## src/rtl/i2s_receive.sv

```systemverilog
// i2s_receive: I2S serial audio receiver with an AXI-Stream master output.
// sck/ws/sd are synchronized into M_AXIS_ACLK, words are collected MSB first
// and closed on each ws change, then queued in a small {TLAST, TDATA} FIFO.
// Left/right pairing is kept intact: a right word whose left partner was
// lost (start-up discard or FIFO overflow) is dropped as well.
// Optional feature: define I2S_RX_OVERFLOW_CNT_EN to add the 16-bit
// saturating overflow_count output.
module i2s_receive #(
    parameter int DATA_WIDTH = 32,
    parameter int FIFO_DEPTH = 4
) (
    input  logic                         M_AXIS_ACLK,
    input  logic                         M_AXIS_ARESET,
    input  logic                         sck,
    input  logic                         ws,
    input  logic                         sd,
    output logic signed [DATA_WIDTH-1:0] M_AXIS_TDATA,
    output logic                         M_AXIS_TVALID,
    input  logic                         M_AXIS_TREADY,
    output logic                         M_AXIS_TLAST,
    output logic                         overflow
`ifdef I2S_RX_OVERFLOW_CNT_EN
    ,
    output logic [15:0]                  overflow_count
`endif
);

    localparam int PTR_W = (FIFO_DEPTH > 1) ? $clog2(FIFO_DEPTH) : 1;
    localparam int CNT_W = $clog2(DATA_WIDTH + 1);
    localparam int ENT_W = DATA_WIDTH + 1;

    localparam logic [0:0]       ST_SYNC = 1'b0;
    localparam logic [0:0]       ST_RUN  = 1'b1;
    localparam logic [CNT_W-1:0] CNT_MAX = CNT_W'(DATA_WIDTH);

    // Bit counter advances until it reaches DATA_WIDTH and then holds there.
    function automatic logic [CNT_W-1:0] bit_cnt_inc(input logic [CNT_W-1:0] c);
        return (c >= CNT_MAX) ? CNT_MAX : c + 1'b1;
    endfunction

    // Places bit b at position DATA_WIDTH-1-pos; once pos reaches DATA_WIDTH
    // the mask shifts out entirely, so surplus bits are discarded for free.
    function automatic logic signed [DATA_WIDTH-1:0] insert_bit(
        input logic signed [DATA_WIDTH-1:0] word,
        input logic        [CNT_W-1:0]      pos,
        input logic                         b
    );
        logic [DATA_WIDTH-1:0] mask;
        mask                 = '0;
        mask[DATA_WIDTH-1]   = 1'b1;
        mask                 = mask >> pos;
        return b ? (word | $signed(mask)) : word;
    endfunction

    // Synchronizer stages
    logic sck_p0, sck_p1, sck_p2;
    logic ws_p0, ws_p1;
    logic sd_p0, sd_p1;

    // Capture stage
    logic [0:0]                   state;
    logic                         ws_prev;
    logic [CNT_W-1:0]             bit_cnt;
    logic signed [DATA_WIDTH-1:0] shreg;
    logic signed [DATA_WIDTH-1:0] word_nxt;
    logic                         srise;
    logic                         boundary;

    // Closed-word stage
    logic signed [DATA_WIDTH-1:0] word_p0;
    logic                         last_p0;
    logic                         disc_p0;
    logic                         vld_p0;

    // FIFO and pairing control
    logic [ENT_W-1:0] mem [FIFO_DEPTH];
    logic [PTR_W:0]   wr_ptr, rd_ptr;
    logic [ENT_W-1:0] head;
    logic             full, empty;
    logic             rd_en, wr_req, wr_en, ovf_drop;
    logic             drop_r;

    // Two-flop synchronizers; sck carries one extra stage for rise detection
    always_ff @(posedge M_AXIS_ACLK) begin
        if (M_AXIS_ARESET) begin
            sck_p0 <= 1'b0;
            sck_p1 <= 1'b0;
            sck_p2 <= 1'b0;
            ws_p0  <= 1'b0;
            ws_p1  <= 1'b0;
            sd_p0  <= 1'b0;
            sd_p1  <= 1'b0;
        end else begin
            sck_p0 <= sck;
            sck_p1 <= sck_p0;
            sck_p2 <= sck_p1;
            ws_p0  <= ws;
            ws_p1  <= ws_p0;
            sd_p0  <= sd;
            sd_p1  <= sd_p0;
        end
    end

    assign srise    = sck_p1 & ~sck_p2;
    assign boundary = srise & (ws_p1 != ws_prev);
    assign word_nxt = insert_bit(shreg, bit_cnt, sd_p1);

    // ---- stage p0: collect bits, close a word on every ws change ----
    // Shift in on each sck rise; on a boundary the final bit is merged and the word is handed on
    always_ff @(posedge M_AXIS_ACLK) begin
        if (M_AXIS_ARESET) begin
            state   <= ST_SYNC;
            ws_prev <= 1'b0;
            bit_cnt <= '0;
            shreg   <= '0;
            word_p0 <= '0;
            last_p0 <= 1'b0;
            disc_p0 <= 1'b0;
            vld_p0  <= 1'b0;
        end else begin
            vld_p0 <= 1'b0;
            if (srise) begin
                ws_prev <= ws_p1;
                if (boundary) begin
                    word_p0 <= word_nxt;
                    last_p0 <= ws_prev;
                    disc_p0 <= (state == ST_SYNC);
                    vld_p0  <= 1'b1;
                    state   <= ST_RUN;
                    shreg   <= '0;
                    bit_cnt <= '0;
                end else begin
                    shreg   <= word_nxt;
                    bit_cnt <= bit_cnt_inc(bit_cnt);
                end
            end
        end
    end

    // ---- stage p1: FIFO write, overflow and pair alignment ----
    assign empty  = (wr_ptr == rd_ptr);
    assign full   = (wr_ptr[PTR_W] != rd_ptr[PTR_W]) &&
                    (wr_ptr[PTR_W-1:0] == rd_ptr[PTR_W-1:0]);
    assign rd_en  = ~empty & M_AXIS_TREADY;
    assign wr_req = vld_p0 & ~disc_p0 & ~(drop_r & last_p0);
    assign wr_en  = wr_req & (~full | rd_en);
    assign ovf_drop = wr_req & full & ~rd_en;

    // Pointer, sticky overflow and orphan-right suppression bookkeeping
    always_ff @(posedge M_AXIS_ACLK) begin
        if (M_AXIS_ARESET) begin
            wr_ptr   <= '0;
            rd_ptr   <= '0;
            overflow <= 1'b0;
            drop_r   <= 1'b0;
        end else begin
            if (wr_en) begin
                wr_ptr <= wr_ptr + 1'b1;
            end
            if (rd_en) begin
                rd_ptr <= rd_ptr + 1'b1;
            end
            if (ovf_drop) begin
                overflow <= 1'b1;
            end
            if (vld_p0) begin
                if (disc_p0) begin
                    // A discarded start-up left word leaves its right partner orphaned
                    drop_r <= ~last_p0;
                end else begin
                    drop_r <= ovf_drop & ~last_p0;
                end
            end
        end
    end

    // FIFO storage holds {TLAST, TDATA}; data only, so no reset
    always_ff @(posedge M_AXIS_ACLK) begin
        if (wr_en) begin
            mem[wr_ptr[PTR_W-1:0]] <= {last_p0, word_p0};
        end
    end

    // Head of the FIFO drives the stream directly, forced to zero when empty
    assign head          = mem[rd_ptr[PTR_W-1:0]];
    assign M_AXIS_TVALID = ~empty;
    assign M_AXIS_TLAST  = ~empty & head[DATA_WIDTH];
    assign M_AXIS_TDATA  = empty ? '0 : $signed(head[DATA_WIDTH-1:0]);

`ifdef I2S_RX_OVERFLOW_CNT_EN
    logic        drop_ovf;
    logic [15:0] ovf_cnt;

    function automatic logic [15:0] ovf_cnt_inc(input logic [15:0] c);
        return (c == 16'hFFFF) ? c : c + 16'd1;
    endfunction

    // Remembers whether the pending right-word drop was caused by an overflow
    always_ff @(posedge M_AXIS_ACLK) begin
        if (M_AXIS_ARESET) begin
            drop_ovf <= 1'b0;
        end else if (vld_p0) begin
            drop_ovf <= ~disc_p0 & ovf_drop & ~last_p0;
        end
    end

    // Counts every word lost to overflow, including the paired right word
    always_ff @(posedge M_AXIS_ACLK) begin
        if (M_AXIS_ARESET) begin
            ovf_cnt <= '0;
        end else if (ovf_drop || (vld_p0 && !disc_p0 && drop_r && last_p0 && drop_ovf)) begin
            ovf_cnt <= ovf_cnt_inc(ovf_cnt);
        end
    end

    assign overflow_count = ovf_cnt;
`endif

endmodule
```

## config.mk

```make
export PLATFORM = sky130hd
export DESIGN_NAME = i2s_receive
export DESIGN_NICKNAME = d
export VERILOG_FILES = /design/src/rtl/i2s_receive.sv
export SDC_FILE = /design/constraint.sdc
export NUM_CORES = 1
export LEC_CHECK = 0
export ABC_AREA = 1
export CORE_MARGIN = 2
export CORE_UTILIZATION = 45
export CTS_BUF_LIST = sky130_fd_sc_hd__clkbuf_8
export CTS_CLUSTER_DIAMETER = 30
export DETAILED_ROUTE_END_ITERATION = 6
export MAX_ROUTING_LAYER = met4
export PLACE_DENSITY = 0.65
export SYNTH_ARGS = -nofsm -noshare
export SYNTH_HDL_FRONTEND = slang
export SYNTH_SLANG_ARGS = --single-unit
export TNS_END_PERCENT = 1
```

## constraint.sdc

```tcl
create_clock -name M_AXIS_ACLK -period 3 [get_ports M_AXIS_ACLK]
set_input_delay 0.6 -clock M_AXIS_ACLK [delete_from_list [all_inputs] [get_ports M_AXIS_ACLK]]
set_output_delay 0.6 -clock M_AXIS_ACLK [all_outputs]
set_load 0.005 [all_outputs]
```

# Word-level counts from Yosys, hierarchy flattened
# Memory sizes are Yosys's and may differ from the RTL's. A register that Yosys moved wholly into a read port is not among the register bits.
# Index checks and enable logic that the tools add are counted.
# totals
register_bits	90
latch_bits	0
ramBits	132
mem_bits_ro	0
in_bits	6
mem_count	1
# mem_list
name	words	width	rd	rd_clocked_by_memory_dff	wr	line	text
mem	4	33	1	1	1	76	logic [ENT_W-1:0] mem [FIFO_DEPTH];
# classes
n_addsub	3
n_mul	0
div_mod_pow	0
order_cmp	1
n_eq_ne	4
shifts	1
mux	11
bitwise	22
n_reduce_logical	3
# op_table
op	n
$mux 32	3
$or 32x32->32	1
$shr 32x6->32 const A	1
$mux 6	2
$and 1x1->1	11
$not 1->1	9
$add 3x1->3 const B	2
$add 6x1->6 const B	1
$ge 6x6->1 const B	1
$mux 1	4
$mux 2	2
$eq 3x3->1	1
$eq 2x2->1	1
$ne 1x1->1	2
$reduce_and 2->1	1
$reduce_or 2->1	1
$logic_and 1x1->1	1
$or 1x1->1	1

# Longest topological paths before layout
# logic_depth
ltp_word	7
ltp_mapped	9

# Least setup slack after synthesis
# No wires, ideal clock.
# synth_path
path_type	input to register
start	input M_AXIS_TREADY
end	memory mem[0][0] in the netlist's numbering (enable)
setup_time_ns	0.423
arrival_time_ns	2.304
required_ns	2.577
path_slack_ns	0.273
cell_stages	4
path_buffers	0
path_cell_list	nor2_1 -> nand2_1 -> nand2_1 -> nor2_1
# synth_between
elab_chain_len	5
# synth_lines
item	line	text
start, declared	19	input logic M_AXIS_TREADY,
$and 1x1->1	144	assign rd_en = ~empty & M_AXIS_TREADY;
$or 1x1->1	146	assign wr_en = wr_req & (~full | rd_en);
$and 1x1->1	146	
$mux 1	179	if (wr_en) begin
$mux 1 (not written as such)	180	mem[wr_ptr[PTR_W-1:0]] <= {last_p0, word_p0};
end, declared	76	
# Every way passes these cells.

==> summary.md <==
| Metric | Value |
|---|---|
| Run status | complete, no violations |
| Overall Global Routing Usage | 17.7% |
| Final Hold Viols | 0 |
| Final layout net count | 857 |
| # setup viols final | 0 |
| Clock network fraction of design power | 39.7% |
| Worst Hold Endpoint | ws_p1$_SDFF_PP0_ |
| Area enclosed by the die boundary | 20400 µm² |
| CTS Buf Count | 39 |
| Cell class contributing the biggest share of worst-path delay | buffers and inverters |
| Relative slew margins | 49.9% |
| Number of cells on the worst reg-to-reg path | 4 |
| Wire per inst | 15.4 µm |
| Estimated wirelength of the detail-placed design | 10.4 mm |
| Skew final | 13.2 ps |
| Cell chain of the critical path | buf_16 > o21ai_0 > o22ai_1 > nand2_1 > inv_1 > clkdlybuf4s50_1 |
| Die width | 143 µm |
| Number of cells on the worst hold path | 2 |
| CTS tree | yes |
| Floorplan die height | 143 µm |
| Clock-pin transition on the worst setup and hold timing paths | 50 ps |
| Final worst path period need | 2860 ps |
| Synth Cell Area | 8660 µm² |
| Worst IR drop on VDD | 0.348 mV |
| Worst Hold Margin | 405 ps |
| Worst hold path startpoint | ws_p0$_SDFF_PP0_ |
| Effective utilization at floorplan | 46.1% |
| I/O pin count | 41 |
| Areal power density over the cells | 625 nW/µm² |
| Worst slack, placed | 570 ps |
| Share of total power in combinational logic | 8.9% |
| Kind of start point of the critical path | flop |
| Top fanout value on the critical path | 66 |
| Average via count per standard cell | 5.05 |
| Post-CTS repair timing setup buffer count | 0 |
| Area contributors post-synth | edfxtp_1 46%, dfxtp_1 21%, o21ai_0 5.0% |
| Total of flip-flops plus latches after synthesis | 224 |
| Standard cell core area | 18800 µm² |
| Int Power | 4.84 mW |
| Wire length of the first global-routing pass | 27.4 mm |
| Minimum setup slack among reg-to-reg paths | 1100 ps |
| CTS H-Tree Depth | 2 |
| Number of violations of the max-capacitance limit | 0 |
| Total wire length | 17.0 mm |
| ANT cells | 0 |
| Vias in the first global route | 5435 |
| Largest stage delay, worst path | 490 ps |
| TritonCTS sink count | 224 |
| Number of buffers on the longest clock path | 3 |
| Number of warnings printed during yosys synthesis | 0 |
| Buffer type at the clock tree root | clkbuf_8 |
| Post-Syn Area per Cell | 11.0 µm² |
| Num rows | 50 |
| Overflow left after global routing | 0 |
| Largest net degree at the start of global routing | 67 |
| Number of distinct library cells after synthesis | 32 |
| Accumulated negative setup slack | 0 ps |
| Count of nets left with antenna violations after detail routing | 0 |
| Data arrival time of the critical path | 2260 ps |
| Leakage Power | 3.63 nW |
| Mapped Cells | 785 |
| Final estimated routing congestion in global placement | 0.828 |
| Area growth from synthesis to final layout | 16.7% |
| Largest area contributor in the synthesized netlist | edfxtp_1 |
| Top-area cell type share of the netlist area | 45.8% |
| Synthesized net count | 802 |
| Quantity of I/O buffers inserted on ports | 40 |
| Sequential cell area fraction in the yosys report | 67.0% |
| Origin of the critical flop-to-flop path | last_p0$_SDFFE_PP0P_ |
| Achievable clock frequency | 350 MHz |
| Total cell area at the placement stage | 9360 µm² |
| Ratio of cells with drive above 1 in the final layout | 9.76% |
| Hold Crit Class | reg -> reg |
| Terminus of the critical flop-to-flop path | mem[2][16]$_DFFE_PP_ |
| DR DRC count | 0 |
| Type of destination of the critical path | primary output |
| CP bufs+invs | 3 |
| Cell with the biggest individual delay on the critical path | clkdlybuf4s50_1 |
| Transition time at the pin with the least slew margin | 749 ps |
| Type of the worst setup path | reg -> out |
| Final count of pins violating max slew | 0 |
| Net switching share of the total power | 23.4% |
| Setup slack after layout | 142 ps |
| Number of detailed-route iterations in the first pass | 5 |
| Vias after detailed routing | 5585 |
| Data required time at the worst endpoint | 2400 ps |
| Worst-Skew Late Latency | 520 ps |
| Initial DRC Count | 369 |
| Final Cycle Share | 95.3% |
| Net switching power | 1.48 mW |
| Final Instance Area | 10100 µm² |
| Sequential power share | 51.5% |
| Initial antenna violation count | 0 |
==> power groups by stage <==
stage / logic (mW) / clock network [mW] / registers, mW
final: 0.559 / 2.51 / 3.25
after global placement: 0.562 / 0 / 3.31
after CTS: 0.569 / 2.58 / 3.25
after floorplan: 0.345 / 0 / 3.31
after global routing: 0.630 / 2.72 / 3.25
after detailed placement: 0.568 / 0 / 3.31
==> cell usage in the layout, fill, tap and decap left out, types with 3 or more instances in the layout <==
cell               n
inv_1             90
o21ai_1           11
dfxtp_1           89
clkdlybuf4s50_1   40
buf_4              6
clkbuf_8          44
clkinvlp_4         4
ha_1              11
nor3_1            10
nand2_1          101
a21oi_1           40
xor2_1             3
clkinv_2           5
dfxtp_2            3
nor2_4             6
buf_12             6
nor2_1            88
nand3_1            8
o22ai_1           34
o21ai_0           87
mux2i_1           33
edfxtp_1         132
==> cell type report <==
class,count,area (µm²)
Fill cell,1656,8660
Sequential cell,224,5810
Multi-Input combinational cell,447,2400
Clock buffer,44,606
Timing Repair Buffer,53,593
Tap cell,234,293
Inverter,75,285
Clock inverter,28,123
==> tightest hold or removal path, cell delays in order, from the launching register on <==
cell     delay (ps)
dfxtp_1         290
inv_1            40
nor2_1           30
==> stage by stage <==
step	std cells	utilization, %	total power, mW
after CTS	1105	53.8	6.40
after floorplan	785	-	3.66
after detailed placement	1033	49.9	3.88
final	1105	53.8	6.32
after global placement	1033	49.9	3.88
after global routing	1105	53.8	6.60
==> what timing repair did <==
action / in CTS / in global routing
hold buffers: 0 / 0
gates resized for setup: 0 / 3
setup endpoints to repair: 0 / 28
==> synth_stat cells, drive strengths merged <==
cell type,count
edfxtp,132
ha,11
inv,75
nand3,8
mux2i,33
nor3,14
clkbuf,16
dfxtp,92
a211oi,1
xor2,3
buf,23
a31oi,2
nand2,103
o31ai,1
nand3b,1
o22ai,34
nor2,94
a21oi,42
nand4,1
o211ai,1
o21ai,98
==> per-layer routing <==
layer	share of wire [%]	track usage, %	vias to the layer above
met4	1.6	5.26	0
met1	46	22.1	2637
met5	0	-	-
met3	4.1	3.66	24
met2	48	29.2	104
li1	-	-	2820
==> flip-flops by register name (all words and copies together), names as in the netlist, named ones only <==
signal	count
disc_p0	1
ws_p1	1
bit_cnt	6
shreg	32
ws_prev	1
rd_ptr	3
sd_p0	1
wr_ptr	3
last_p0	1
state	1
mem	132
drop_r	1
sck_p1	1
ws_p0	1
vld_p0	1
sd_p1	1
overflow	1
sck_p2	1
sck_p0	1
word_p0	32
==> worst max path at each step <==
| stage | cells past startpoint | slack [ps] | start | endpoint |
|---|---|---|---|---|
| final | 6 | 140 | flop | M_AXIS_TDATA[26] |
| after global routing | 6 | -7 | flop | M_AXIS_TDATA[10] |
| after CTS | 7 | 10 | flop | M_AXIS_TDATA[26] |
| after detailed placement | 6 | 570 | M_AXIS_TREADY | mem[2][17]$_DFFE_PP_ |
| after global placement | 6 | 610 | M_AXIS_TREADY | mem[2][16]$_DFFE_PP_ |
| after floorplan | 4 | 270 | M_AXIS_TREADY | mem[0][0]$_DFFE_PP_ |
==> kinds of logic (layout without fill, tap and decap cells) <==
group / Yosys count / in the layout / synth area share, %
flip-flops: 224 / 224 / 67.0
AND/OR/NAND/NOR: 221 / 221 / 10.6
AO/OA/AOI/OAI: 179 / 179 / 11.0
buffers and inverters: 114 / 200 / 5.63
multiplexers: 33 / 33 / 3.81
adder cells (fa/ha/maj): 11 / 11 / 1.59
XOR/XNOR: 3 / 3 / 0.303
Power figures use the tool's default switching activity.
==> RTL edit (config.mk and constraints unchanged) <==
The parameter `FIFO_DEPTH` goes from 4 to 8.
--- a/src/rtl/i2s_receive.sv
+++ b/src/rtl/i2s_receive.sv
@@ -7,7 +7,7 @@
 // saturating overflow_count output.
 module i2s_receive #(
     parameter int DATA_WIDTH = 32,
-    parameter int FIFO_DEPTH = 4
+    parameter int FIFO_DEPTH = 8
 ) (
     input  logic                         M_AXIS_ACLK,
     input  logic                         M_AXIS_ARESET,
Behaviour: no difference found for any inputs over 10 cycles, from zero or initial values and one cycle with M_AXIS_ARESET high; that may be too few to reach the edited logic, so the function may still have changed.
==> RTL edit against the unedited design <==
The run now ends with negative setup slack left. Sequential cell count rose by 135. Maximum frequency is 5.6% lower. Routed wire length is 89% higher. Utilization up 0.91 points. Setup slack worse by 0.17 ns. Area after synthesis is 61% higher. Power is 71% higher. Design area increased by 66%.
==> RTL edit: results (changes against the unedited design) <==
stage	metric	value	unit	change
timing	final-setup-viol-count	2		+2
power	leakage	5.73	nW	+58%
logic_synthesis	synth_cell_types	33		+3.1%
place	dpl-instance-area	14900	um^2	+59%
timing	fin_skew	0.0314	ns	+0.0181 ns
layout	final_layout_size_suffix_gt1_share	14.0	%	+4.2 points
layout	finalNonFillerCells	1756		+59%
critical_path	crit_end	M_AXIS_TDATA[0]		
timing	setup_slack	-0.0286	ns	-0.171 ns
logic_synthesis	ys_seq_area_share	70.4	%	+3.3 points
timing	slew_headroom	52.6	%	+2.7 points
global_routing	gr-usage-met2	30.8	%	+1.6 points
run_status	outcome	complete, but fails checks		
routing	drt_iter0_drc	711		+93%
clocking	cts_buffers	71		+82%
global_routing	grtUsageTotal	19.4	%	+1.7 points
logic_synthesis	synth_adder_area_share	0.717	%	-0.87 points
global_routing	first_global_vias	9038		+66%
logic_synthesis	syn_nets	1245		+55%
critical_path	r2r_setup_slack	0.75	ns	-0.35 ns
power	p_switching	2.27	mW	+54%
critical_path	regToRegEndpoint	mem[5][13]$_DFFE_PP_		
place	place.gp.congestion	0.833		+0.60%
logic_synthesis	synth-edff-count	264		+100%
run_status	violations	negative setup slack		
timing	finalSetupTns	-0.0380	ns	-0.0380 ns
critical_path	arrival	2.43	ns	+0.17 ns
[RTL edit: changes by cell type after synthesis, sizes merged, moves of 7 or more]
cell	before	now
nand2	103	71
nand3	8	46
mux2i	33	0
inv	75	36
nor3	14	45
a21oi	42	49
clkbuf	16	36
buf	23	43
o21ai	98	167
edfxtp	132	264
o211ai	1	34
nor2	94	289
[RTL edit: area by class of cell]
type | count | area [um^2]
Fill cell | 2505 | 13800
Sequential cell | 359 | 9850
Multi-Input combinational cell | 757 | 3680
Timing Repair Buffer | 81 | 1010
Clock buffer | 73 | 1000
Clock inverter | 54 | 568
Tap cell | 396 | 495
Inverter | 36 | 140
[RTL edit: per-layer routing]
| metal | wire length (um) | part of all wire [%] | up-vias |
|---|---|---|---|
| met5 | 0 | 0 | - |
| met4 | 550 | 1.7 | 0 |
| met3 | 1910 | 5.9 | 62 |
| met2 | 15600 | 48 | 284 |
| met1 | 14200 | 44 | 4542 |
| li1 | - | - | 4526 |
